### config.mk
export PLATFORM = sky130hd
export DESIGN_NAME = ws_led_fifo
export DESIGN_NICKNAME = d
export VERILOG_FILES = /design/src/rtl/ws_led_fifo.sv
export SDC_FILE = /design/constraint.sdc
export NUM_CORES = 1
export LEC_CHECK = 0
export ABC_AREA = 1
export CAP_MARGIN = 0
export CORE_MARGIN = 2
export CORE_UTILIZATION = 60
export DETAILED_ROUTE_END_ITERATION = 8
export PLACE_DENSITY = 0.84
export SETUP_SLACK_MARGIN = 0.5
export SLEW_MARGIN = 10
export SYNTH_ARGS = -nofsm -noshare
export SYNTH_HDL_FRONTEND = slang
export SYNTH_SLANG_ARGS = --single-unit
### constraint.sdc
create_clock -name clk -period 5.1 [get_ports clk]
set_input_delay 0.51 -clock clk [delete_from_list [all_inputs] [get_ports clk]]
set_output_delay 0.51 -clock clk [all_outputs]
set_load 0.005 [all_outputs]
### src/rtl/ws_led_fifo.sv
// ws_led_fifo: iomem-mapped LED command FIFO that feeds the ws2812 driver at a fixed pace.
// Define WS_LED_FIFO_BRIGHTNESS_EN to add the BRIGHT register and per-channel colour scaling.
module ws_led_fifo #(
    parameter logic [31:0] BASE_ADDR = 32'h0400_0000,
    parameter int          DEPTH     = 8,
    parameter int          DRAIN_GAP = 64,
    parameter int          NUM_LEDS  = 7
) (
    input  logic        clk,
    input  logic        resetn,
    input  logic        iomem_valid,
    output logic        iomem_ready,
    input  logic [3:0]  iomem_wstrb,
    input  logic [31:0] iomem_addr,
    input  logic [31:0] iomem_wdata,
    output logic [31:0] iomem_rdata,
    output logic [7:0]  led_num,
    output logic [23:0] led_rgb_data,
    output logic        led_write
);
    localparam int AW = $clog2(DEPTH);
    localparam int CW = AW + 1;
    localparam int GW = $clog2(DRAIN_GAP);
    localparam logic [8:0] NUM_LIM = 9'(NUM_LEDS);

    typedef enum logic {IDLE, GAP} state_t;

    state_t        state, state_next;
    logic [31:0]   mem [DEPTH];
    logic [AW-1:0] wr_ptr, rd_ptr;
    logic [CW-1:0] count, count_next;
    logic [GW-1:0] gap_cnt;
    logic          overflow, range_err, ovf_next, rng_next;
    logic [31:0]   off, rdata_next, status_word, bright_rd, head;
    logic [1:0]    sel;
    logic          in_win, access, wr, push_req, num_bad, push, pop, full, empty, clr_wr;
    logic [23:0]   issue_rgb;

    // Bus handshake: a request is taken when valid && !ready && the address is in
    // the window; ready then pulses for one cycle carrying rdata, otherwise rdata is 0.
    assign off      = iomem_addr - BASE_ADDR;
    assign in_win   = off < 32'd12;
    assign sel      = off[3:2];
    assign access   = iomem_valid && !iomem_ready && in_win;
    assign wr       = access && (iomem_wstrb != 4'h0);
    assign push_req = wr && (sel == 2'd0) && (iomem_wstrb == 4'hF);
    assign clr_wr   = wr && (sel == 2'd1) && iomem_wstrb[1];
    assign num_bad  = {1'b0, iomem_wdata[7:0]} >= NUM_LIM;
    assign full     = count == CW'(DEPTH);
    assign empty    = count == '0;
    assign push     = push_req && !full && !num_bad;
    assign head     = mem[rd_ptr];

    // Flag updates: a set in the same cycle as a clear wins.
    assign ovf_next   = (push_req && full) || (overflow && !(clr_wr && iomem_wdata[10]));
    assign rng_next   = (push_req && num_bad) || (range_err && !(clr_wr && iomem_wdata[11]));
    assign count_next = count + CW'(push) - CW'(pop);

`ifdef WS_LED_FIFO_BRIGHTNESS_EN
    logic [7:0] bright;

    always_ff @(posedge clk or negedge resetn) begin
        if (!resetn) begin
            bright <= 8'hFF;
        end else if (wr && (sel == 2'd2) && iomem_wstrb[0]) begin
            bright <= iomem_wdata[7:0];
        end
    end

    function automatic logic [7:0] scale(input logic [7:0] c, input logic [7:0] b);
        logic [16:0] p;
        p = {9'd0, c} * ({9'd0, b} + 17'd1);
        return 8'(p >> 8);
    endfunction

    assign issue_rgb = {scale(head[31:24], bright), scale(head[23:16], bright), scale(head[15:8], bright)};
    assign bright_rd = {24'd0, bright};
`else
    assign issue_rgb = head[31:8];
    assign bright_rd = 32'd0;
`endif

    // STATUS reflects this edge's push/pop so a read during a drain sees the post-pop count.
    always_comb begin
        status_word            = 32'd0;
        status_word[CW-1:0]    = count_next;
        status_word[8]         = count_next == '0;
        status_word[9]         = count_next == CW'(DEPTH);
        status_word[10]        = ovf_next;
        status_word[11]        = rng_next;
        status_word[12]        = state_next != IDLE;
        case (sel)
            2'd1:    rdata_next = status_word;
            2'd2:    rdata_next = bright_rd;
            default: rdata_next = 32'd0;
        endcase
    end

    always_ff @(posedge clk or negedge resetn) begin
        if (!resetn) begin
            iomem_ready <= 1'b0;
            iomem_rdata <= 32'd0;
        end else begin
            iomem_ready <= access;
            iomem_rdata <= access ? rdata_next : 32'd0;
        end
    end

    always_ff @(posedge clk) begin
        if (push) begin
            mem[wr_ptr] <= iomem_wdata;
        end
    end

    always_ff @(posedge clk or negedge resetn) begin
        if (!resetn) begin
            wr_ptr    <= '0;
            rd_ptr    <= '0;
            count     <= '0;
            overflow  <= 1'b0;
            range_err <= 1'b0;
        end else begin
            if (push) wr_ptr <= wr_ptr + AW'(1);
            if (pop)  rd_ptr <= rd_ptr + AW'(1);
            count     <= count_next;
            overflow  <= ovf_next;
            range_err <= rng_next;
        end
    end

    // GAP holds for DRAIN_GAP-1 edges so pulses land exactly DRAIN_GAP cycles apart.
    always_comb begin
        state_next = state;
        pop        = 1'b0;
        case (state)
            IDLE: begin
                if (!empty) begin
                    pop        = 1'b1;
                    state_next = GAP;
                end
            end
            GAP: begin
                if (gap_cnt == GW'(DRAIN_GAP - 2)) state_next = IDLE;
            end
            default: state_next = IDLE;
        endcase
    end

    always_ff @(posedge clk or negedge resetn) begin
        if (!resetn) begin
            state   <= IDLE;
            gap_cnt <= '0;
        end else begin
            state <= state_next;
            if (pop) begin
                gap_cnt <= '0;
            end else if (state == GAP) begin
                gap_cnt <= gap_cnt + GW'(1);
            end
        end
    end

    always_ff @(posedge clk or negedge resetn) begin
        if (!resetn) begin
            led_num      <= 8'd0;
            led_rgb_data <= 24'd0;
            led_write    <= 1'b0;
        end else begin
            led_write <= pop;
            if (pop) begin
                led_num      <= head[7:0];
                led_rgb_data <= issue_rgb;
            end
        end
    end
endmodule

**Word level (Yosys, flattened, before mapping)**

Memories as Yosys holds them, arrays and structs flattened. A register that Yosys moved wholly into a read port is not among the register bits.
Cells that the tools add are included.
Widths: inputs -> output; s select.

- Flip-flop bits (word level): 34
- Bits in latches: 0
- RAM bits: 256
- Memory bits (read-only): 0
- Bits of input ports: 71
- Output and inout bits: 66
- Word-level logic and storage cells: 63
- Memories: 1

- Add/subtract/negate cells: 6
- Multipliers: 0
- Div/mod/pow operators: 0
- Order comparisons: 2
- Equality and inequality tests: 5
- Shift-type cells: 0
- Multiplexer cells: 10
- Bitwise gates (word level): 1
- Reduce and logical (&&, ||, !) cells: 28

Memory list:

| memory | depth | bits a word | read ports | clocked after Yosys merged registers in | wr ports | line | text |
|---|---|---|---|---|---|---|---|
| mem | 8 | 32 | 1 | 1 | 1 | 29 | `logic [31:0] mem [DEPTH];` |

Operator list:

| kind | number |
|---|---|
| $lt 32x4->1 const B | 1 |
| $sub 32x27->32 const B | 1 |
| $mux 13 | 2 |
| $logic_and 1x1->1 | 15 |
| $eq 4x4->1 const B | 3 |
| $mux 6 | 2 |
| $ge 8x3->1 const B | 1 |
| $logic_not 4->1 | 2 |
| $add 3x1->3 const B | 2 |
| $add 6x1->6 const B | 1 |
| $eq 6x6->1 const B | 1 |
| $logic_not 1->1 | 6 |
| $mux 1 | 5 |
| $add 4x1->4 | 1 |
| $reduce_bool 4->1 | 1 |
| $sub 4x1->4 | 1 |
| $eq 2x1->1 const B | 1 |
| $logic_not 2->1 | 1 |
| $logic_or 1x1->1 | 2 |
| $pmux 1 s2 | 1 |
| $reduce_bool 2->1 | 1 |
| $not 1->1 | 1 |

**Logic depth before layout (Yosys ltp)**

- Depth in word-level cells: 13
- Mapped depth: 15

**Least setup slack after synthesis**

No wires, ideal clock.

- Path type: input to register
- From: input iomem_addr[30]
- To: memory mem[1][0], enable pin
- Library setup time: 0.421 ns
- Data arrival time: 2.613 ns
- Required time: 4.679 ns
- Slack: 2.066 ns
- Stages on the path: 7
- Path through: nor2_1 > nand4_1 > nor2_2 > nand2_4 > nor2_8 > nand3_4 > nor2_1

- Longest elaborated chain between the ends: 10

Ends and longest elaborated chain:

| element | line | text |
|---|---|---|
| start, declared | 14 | `input logic [31:0] iomem_addr,` |
| $sub 32x27->32 | 41 | `assign off = iomem_addr - BASE_ADDR;` |
| $lt 32x4->1 | 42 | `assign in_win = off < 32'd12;` |
| $logic_and 1x1->1 | 44 | `assign access = iomem_valid && !iomem_ready && in_win;` |
| $logic_and 1x1->1 | 45 | `assign wr = access && (iomem_wstrb != 4'h0);` |
| $logic_and 1x1->1 (2 in a row) | 46 | `assign push_req = wr && (sel == 2'd0) && (iomem_wstrb == 4'hF);` |
| $logic_and 1x1->1 (2 in a row) | 51 | `assign push = push_req && !full && !num_bad;` |
| $mux 1 | 110 | `if (push) begin` |
| $mux 1 (not written as such) | 111 | `mem[wr_ptr] <= iomem_wdata;` |
| end, declared | 29 |  |

Every way passes these cells.

**Worst setup path after layout**

- From: register count[2]
- To: register iomem_rdata[8]

- Longest elaborated chain between the ends: 9
- Elaborated cells between the ends (all ways): 12

Ends and longest elaborated chain:

| element | line | text |
|---|---|---|
| start, declared | 31 | `logic [CW-1:0] count, count_next;` |
| start signal, assigned | 125 | `count <= count_next;` |
| $eq 4x4->1 | 49 | `assign full = count == CW'(DEPTH);` |
| $logic_not 1->1 | 51 |  |
| $logic_and 1x1->1 (2 in a row) | 51 |  |
| $add 4x1->4 | 57 | `assign count_next = count + CW'(push) - CW'(pop);` |
| $sub 4x1->4 * | 57 |  |
| net count_next[2] | 31 |  |
| $logic_not 4->1 * | 87 | `status_word[8] = count_next == '0;` |
| $mux 13 * | 92 | `case (sel)` |
| $mux 13 * | 105 | `iomem_rdata <= access ? rdata_next : 32'd0;` |
| end signal, assigned | 105 |  |
| end, declared | 16 | `output logic [31:0] iomem_rdata,` |

Mark *: on every way through the listed nets, which the timed path passes. The rest lies on a longest branch.
A chain may end at the register's enable or synchronous reset.

==> qor.txt <==
Status -> complete, no violations
GP Congestion -> 0.7905
FILL cells -> 1292
TNS Setup -> 0 ps
Final Setup Violations -> 0
Worst-Margin Slew -> 1285 ps
Worst-path clk slew -> 60 ps
CTS Buf Count -> 30
Placed cell area -> 13960 µm²
CP endpoint kind -> flip-flop
Detailed-route DRC error count -> 0
GRT Overall Usage -> 25.49%
Fmax achieved -> 318.9 MHz
CTS tree -> yes
Gr ovfl total -> 0
Antenna violations before repair -> 0
Met2 Use GR -> 44.13%
VDD IR max -> 0.0002981 V
DR WL/cell -> 20.44 µm
Final non-filler cell area -> 14960 µm²
Number of synthesized register bits -> 318
FP Rows -> 53
CTS root buf -> clkbuf_16
Die Area -> 22340 µm²
Crit path launch type -> flip-flop
Total wire length -> 28.37 mm
Met1 track demand over resource -> 32.95%
Vias per inst -> 5.973
DR vias -> 8290
Proportion of layout cells with a drive suffix above 1 -> 7.457%
# Max-Cap Violations -> 0
ANT nets after route -> 0
Post-detail-place hpwl -> 15.44 mm
P_leak -> 5.322 nW
Final Cycle Share -> 61.48%
Initial Util -> 60.79%
Met3 Use GR -> 4.299%
# resized after CTS -> 0
Setup CP Type -> flip-flop to flip-flop
Total core area -> 20890 µm²
Avg Cell Area, Syn -> 12.84 µm²
Height of the die -> 149.5 µm
Layout Utilization -> 71.63%
Min-Delay Path Class -> input pin to async pin
Worst EP arrival -> 3590 ps
Most used routing layer -> met2
Sink Count -> 318
Power Density -> 344.1 nW/µm²
Worst-skew pair later-pin latency -> 550 ps
Mapped Area -> 12700 µm²
Die span in x -> 149.5 µm
Number of global-route vias before repair -> 8387
Nets -> 1171
Cts hold-fix bufs -> 0
Rel. slew slack -> 14.32%
Min Tclk post-route -> 3135 ps
Design Power -> 5.149 mW
Critical Path RT -> 5550 ps
Synthesis warning total -> 0
Area Overhead vs Synth -> 17.83%
Cells after DPL -> 1332
First-pass GRT wire length -> 43.53 mm
Clock buffer depth -> 3
Final Slew Violations -> 0
Drt initial violations -> 900
RSZ-0062 raised after global routing -> false
Register area share after synthesis -> 72.76%
Io pins -> 137
Worst Skew -> 13.58 ps
H-tree depth -> 1
Postcts setup bufs -> 0
Fin. Hold Viols -> 0
Cell count after synthesis -> 989
ANT cells -> 0
Port Buffers -> 111
Max FO, Critical Path -> 37
Largest net degree at the start of global routing -> 130
Count of cell types in the netlist -> 34
Final cell count without fillers -> 1388
Detailed Routing Iterations Pass 1 -> 7
[worst max-delay path: stages, from the launching register on]
cell and delay (ps):
dfrtp_1 360, inv_1 90, ha_1 150, nand3_1 130
nand2_2 770, inv_2 70, ha_1 310, inv_1 40
ha_1 210, fa_1 380, xor2_1 170, inv_1 90
nand3_1 90, nor3_1 190
[worst paths after layout]
path	start	end	slack, ps	cells after the start
setup / recovery	count[2]	iomem_rdata[8]	1960	13
hold / removal	resetn	led_rgb_data[0]	70	1
setup reg to reg	count[2]	iomem_rdata[8]	1960	13
hold reg to reg	range_err	range_err	480	2
max in group asynchronous	resetn	rd_ptr[0]	4400	1
min in group clk	range_err	range_err	480	2
[registers in the layout, summed over array words and instances, names as in the netlist, 3 cells and up]
name	count
mem	256
gap_cnt	6
rd_ptr	3
iomem_rdata	9
count	4
wr_ptr	3
led_num	8
led_rgb_data	24
[through the flow]
| stage | worst slack [ps] | hold slack [ps] |
|---|---|---|
| 5_1_grt | 1645 | 148.7 |
| 6_report | 1965 | 73.60 |
| 3_3_place_gp | 1633 | 452.4 |
| 2_1_floorplan | 2066 | 214.4 |
| 4_1_cts | 1950 | 101.6 |
| 3_5_place_dp | 1527 | 456.8 |
[per-layer routing]
metal | routed length, µm | vias up | share of wire (%)
met5 | 0 | - | 0
met4 | 779 | 0 | 2.7
met3 | 2567 | 69 | 9.0
met2 | 14360 | 493 | 51
met1 | 10660 | 3981 | 38
li1 | - | 3747 | -
[kinds of logic (layout without fill, tap and decap cells)]
group | after synthesis | in the layout | share of synthesized area [%]
flip-flops | 318 | 318 | 72.76
AO/OA/AOI/OAI | 212 | 212 | 10.29
XOR/XNOR | 4 | 4 | 0.2759
other | 1 | 23 | 0.02953
buffers and inverters | 109 | 211 | 4.326
adder cells (fa/ha/maj) | 11 | 11 | 1.143
AND/OR/NAND/NOR | 334 | 334 | 11.18
[placed cells by master (no fill, tap or decap), drive strengths merged, types with 23 or more instances in the layout]
master,synthesis,final
nand3,35,35
edfxtp,256,256
nor2,177,177
clkdlybuf4s50,0,110
clkbuf,30,38
o21ai,133,133
inv,31,31
dfrtp,62,62
conb,1,23
o221ai,56,56
nand2,104,104
[synth_stat cells]
cell type  number  area share [%]
edfxtp_1      256              61
nor2_1        174             5.1
o21ai_0       132             5.2
nand2_1        99             2.9
dfrtp_1        62              12
o221ai_1       56             3.9
nand3_1        34             1.3
buf_4          30             1.8
inv_1          29            0.86
clkbuf_1       26            0.77
buf_2          18            0.71
ha_1           10            0.99
nand4_1         9            0.44
o22ai_1         9            0.44
o211ai_1        8            0.47
a21oi_1         4            0.16
clkbuf_2        4            0.16
nor3_2          4            0.32
xor2_1          4            0.28
nand2_2         3            0.15
nor3_1          3            0.12
inv_2           2           0.059
nand2_4         2            0.18
a211oi_1        1           0.059
a31oi_1         1           0.049
conb_1          1           0.030
fa_1            1            0.16
nand3_4         1            0.14
nor2_2          1           0.049
nor2_4          1           0.089
nor2_8          1            0.16
nor4_1          1           0.049
o21ai_1         1           0.039
or3_4           1           0.089
[area by class of cell]
class / instances / area, µm² / area share (%)
Sequential cell: 318 / 9243 / 61.77
Multi-Input combinational cell: 584 / 3048 / 20.37
Timing Repair Buffer: 124 / 1206 / 8.061
Clock buffer: 38 / 832.0 / 5.561
Tap cell: 275 / 344.1 / 2.300
Clock inverter: 18 / 172.7 / 1.154
Inverter: 31 / 117.6 / 0.7860
[power by group]
part	internal, mW	switching, mW	leakage, nW
Sequential	2.80	0.000000000572	3.06
Combinational	0.0497	0.0549	1.77
Clock	1.31	0.935	0.493
(Power assumes the default switching activity.)
